<file path="src/rtl/fbrc_sync.sv">
// rtl/fbrc_sync.sv - synchronous free-running binary up-counter (optional tc output via FBRC_SYNC_TC_EN)
module fbrc_sync #(
    parameter int WIDTH   = 4,
    parameter int MODULUS = 2 ** WIDTH
) (
    output logic [WIDTH-1:0] out,
    input  logic             clk,
    input  logic             reset
`ifdef FBRC_SYNC_TC_EN
    ,
    output logic             tc
`endif
);

    localparam logic [WIDTH-1:0] LAST = WIDTH'(MODULUS - 1);

    logic [WIDTH-1:0] toggle;
    logic             at_last;

    // Bit i toggles only when every lower bit is 1 (T-flip-flop chain).
    assign toggle[0] = 1'b1;
    for (genvar i = 1; i < WIDTH; i++) begin : g_toggle
        assign toggle[i] = &out[i-1:0];
    end

    assign at_last = (out == LAST);

    // All bits update together; terminal count loads 0 so truncated moduli wrap cleanly.
    always_ff @(posedge clk or negedge reset) begin
        if (!reset) begin
            out <= '0;
        end else if (at_last) begin
            out <= '0;
        end else begin
            out <= out ^ toggle;
        end
    end

`ifdef FBRC_SYNC_TC_EN
    assign tc = reset & at_last;
`endif

endmodule

</file>
<file path="config.mk">
export PLATFORM = sky130hd
export DESIGN_NAME = fbrc_sync
export DESIGN_NICKNAME = d
export VERILOG_FILES = /design/src/rtl/fbrc_sync.sv
export SDC_FILE = /design/constraint.sdc
export NUM_CORES = 1
export LEC_CHECK = 0
export ABC_AREA = 1
export CAP_MARGIN = 5
export CORE_AREA = 2 2 39 41
export CTS_CLUSTER_DIAMETER = 200
export DETAILED_ROUTE_END_ITERATION = 8
export DIE_AREA = 0 0 41 43
export GPL_TIMING_DRIVEN = 1
export PLACE_DENSITY = 0.3
export SLEW_MARGIN = 5
export SYNTH_ARGS = -nofsm -noshare
export SYNTH_HDL_FRONTEND = slang
export SYNTH_SLANG_ARGS = --single-unit
</file>
<file path="constraint.sdc">
create_clock -name clk -period 1.52 [get_ports clk]
set_clock_uncertainty 0.2 [all_clocks]
set_input_delay 0.228 -clock clk [delete_from_list [all_inputs] [get_ports clk]]
set_output_delay 0.228 -clock clk [all_outputs]
set_load 0.02 [all_outputs]
</file>
==> flow_summary_export.csv <==
group,metric,value,unit
run_status,status,"finished clean",
floorplanning,rows,14,
detailed_routing,drt-vias-per-instance,3.190,
floorplanning,dieArea,1763,sq um
grt,globalRouteTotalUtil,0.05327,
cells_and_area,fill_cells,151,
sta,hold_violations,0,
synth,synth-seq-area-share,0.5797,
grt,grt_start_max_net_pins,5,
detailed_routing,vias,134,
worst_setup_path,r2r_start,"out[0]$_DFF_PN0_",
worst_setup_path,cp-startpoint,"out[2]$_DFF_PN0_",
power_and_ir_drop,p_comb_frac,0.018,
power_and_ir_drop,peakVddDrop,0.2571,mV
synth,avgSynthCellArea,9.593,sq um
cells_and_area,n_antenna_cell,0,
worst_setup_path,worstPathRequired,1.09,ns
worst_setup_path,path_cells,"dlygate4sd2_1",
cts,hold_buffers,0,
synth,ys_ff_latch,4,
worst_hold_path,min_path_type,"in2async",
sta,fmax,720.4,MHz
power_and_ir_drop,pwr-share-clk,0.546,
synth,yosysUniqueCellTypes,5,
detailed_routing,routed_wl,337,microns
cells_and_area,largest-register,"out",
detailed_routing,post_drt_wl_per_cell,8.024,microns
power_and_ir_drop,power.internal,0.1978,mW
sta,relSlewSlack,0.8631,
detailed_routing,drtAntennaViolNets,0,
grt,grt_pass1_vias,130,
sta,period_needed,1.388,ns
cts,cts_max_level,1,
cells_and_area,nNetsFinal,32,
worst_setup_path,cp_top_family,"flip-flops",
job,cap_violations,0,
synth,ys_top_cells_by_area,"dfrtp_1, ha_1, inv_1, nand2_1, nand3_1",
synth,synth_area,172.7,sq um
sta,setup_viol,0,
grt,grt_pass1_wl,531,microns
cells_and_area,final_area,260.3,sq um
power_and_ir_drop,p_sw_frac,0.1936,
worst_setup_path,end_kind,"primary output",
synth,synth_warnings,0,
cts,cts_tree,"yes",
cts,path_clk_slew,0.04,ns
worst_setup_path,slowest_delay,0.40,ns
power_and_ir_drop,leakage,0.1554,nW
cts,cts_inserted_buffers,3,
floorplanning,fp.dieW,41,microns
floorplanning,coreArea,1384,sq um
cells_and_area,fin_util,0.1881,
floorplanning,start_util,0.1248,
worst_setup_path,worst-path-stages,1,
cts,root_buffer,"clkbuf_4",
cts,clock_latency,0.23,ns
floorplanning,die_h,43,microns
worst_setup_path,path_buf_inv,1,
sta,tightest_slew,0.2047,ns
sta,whs,0.003992,ns
sta,rsz0062_at_grt,"no",
worst_setup_path,critical_path_class,"reg2out",
floorplanning,pin_count,6,
power_and_ir_drop,p_total,0.2453,mW
placement,port_buffers,5,
detailed_routing,firstDrtPassIters,2,
detailed_routing,drc_errors,0,
worst_setup_path,cp_max_fo,4,
worst_setup_path,ff2ff_path_depth,4,
cells_and_area,largest_register_ffs,4,
synth,synthCells,18,
cells_and_area,drive_above_1_share,0.1154,
placement,place_area,242.7,sq um
worst_setup_path,critPathSlowestCell,"dfrtp_1",
cts,clockBufferDepth,2,
power_and_ir_drop,p_per_area,942.4,nW/um^2
power_and_ir_drop,switchingPower,0.04749,mW
power_and_ir_drop,seq_power_share,0.436,
worst_setup_path,crit_arrival,0.96,ns
grt,grt.overflow.total,0,
sta,fin_crit_sh,0.9132,
synth,synth_top_area_frac,0.5797,
placement,dpl.hpwl,242.8,microns
grt,antenna_found_initial,0,
sta,drv_slew,0,
placement,gp_congestion,0.5319,
synth,syn_nets,22,
detailed_routing,drt_iter0_markers,1,
sta,tns,0,ns
cells_and_area,reg_top3,"out: 4 flops",
synth,synth.largest_area_cell,"dfrtp_1",
cells_and_area,syn_to_final_growth,50.72,%
worst_setup_path,crit_path_start_kind,"register",
cts,clock-sinks,4,
==> worst reg2reg max path, cell delays in order, from the launching register on <==
cell and delay (ns):
dfrtp_1 0.39, ha_1 0.25, ha_1 0.28, nand2_1 0.06
inv_1 0.03
==> power by group through the flow <==
stage / sequential, mW / clock, mW / combinational [mW]
detailed placement: 0.108 / 0 / 0.00461
global placement: 0.108 / 0 / 0.00458
finish: 0.107 / 0.134 / 0.00444
CTS: 0.107 / 0.144 / 0.00467
global route: 0.107 / 0.154 / 0.00508
floorplan: 0.108 / 0 / 0.0000000588
==> cell type report <==
cell class	count	area, sq um	area share
Clock buffer	3	22.52	0.08654
Inverter	5	18.77	0.07212
Multi-Input combinational cell	9	53.80	0.2067
Sequential cell	4	100.1	0.3846
Tap cell	16	20.02	0.07692
Timing Repair Buffer	5	45.04	0.1731
==> per-stage QoR <==
stage / worst slack (ns) / std cells
detailed placement: 0.1096 / 39
global placement: 0.1119 / 39
CTS: 0.1179 / 42
global route: 0.05668 / 42
floorplan: 0.1567 / 18
finish: 0.1319 / 42
==> kinds of logic after synthesis <==
| group | Yosys count | share of synthesized area |
|---|---|---|
| simple gates | 7 | 0.1667 |
| buf+inv | 5 | 0.1087 |
| flops | 4 | 0.5797 |
| fa+ha+maj | 2 | 0.1449 |
==> cells in the mapped netlist <==
cell	count
inv_1	5
nand2_1	5
dfrtp_1	4
ha_1	2
nand3_1	2
==> worst paths after layout <==
check / endpoint / slack [ns]
worst min register to register: out[1]$_DFF_PN0_ / 0.29
worst max-delay path: out[2] / 0.13
worst max register to register: out[2]$_DFF_PN0_ / 0.21
worst min-delay path: out[2]$_DFF_PN0_ / 0.004
min in group clk: out[1]$_DFF_PN0_ / 0.29
max in group asynchronous: out[1]$_DFF_PN0_ / 0.94
==> cell usage in the layout, fill, tap and decap left out <==
cell             synthesis  final
nand3_1                  2      2
nand2_1                  5      5
dfrtp_1                  4      4
inv_1                    5      5
clkbuf_4                 0      3
dlygate4sd2_1            0      4
ha_1                     2      2
clkdlybuf4s50_1          0      1
==> repair_timing <==
item / CTS / global route
buffers inserted: 0 / 0
gates resized for setup: 4 / 0
setup endpoints to repair: 4 / 0
==> metal layers <==
| layer | vias to the layer above | wire (microns) | GRT usage | share of wire |
|---|---|---|---|---|
| met5 | - | 0 | 0 | 0 |
| met3 | 0 | 40 | 0.04712 | 0.12 |
| met2 | 6 | 127 | 0.05000 | 0.38 |
| met1 | 58 | 169 | 0.06129 | 0.50 |
| li1 | 70 | - | - | - |
| met4 | 0 | 0 | 0.06000 | 0 |
No activity file was read; power rests on OpenSTA's default activity.
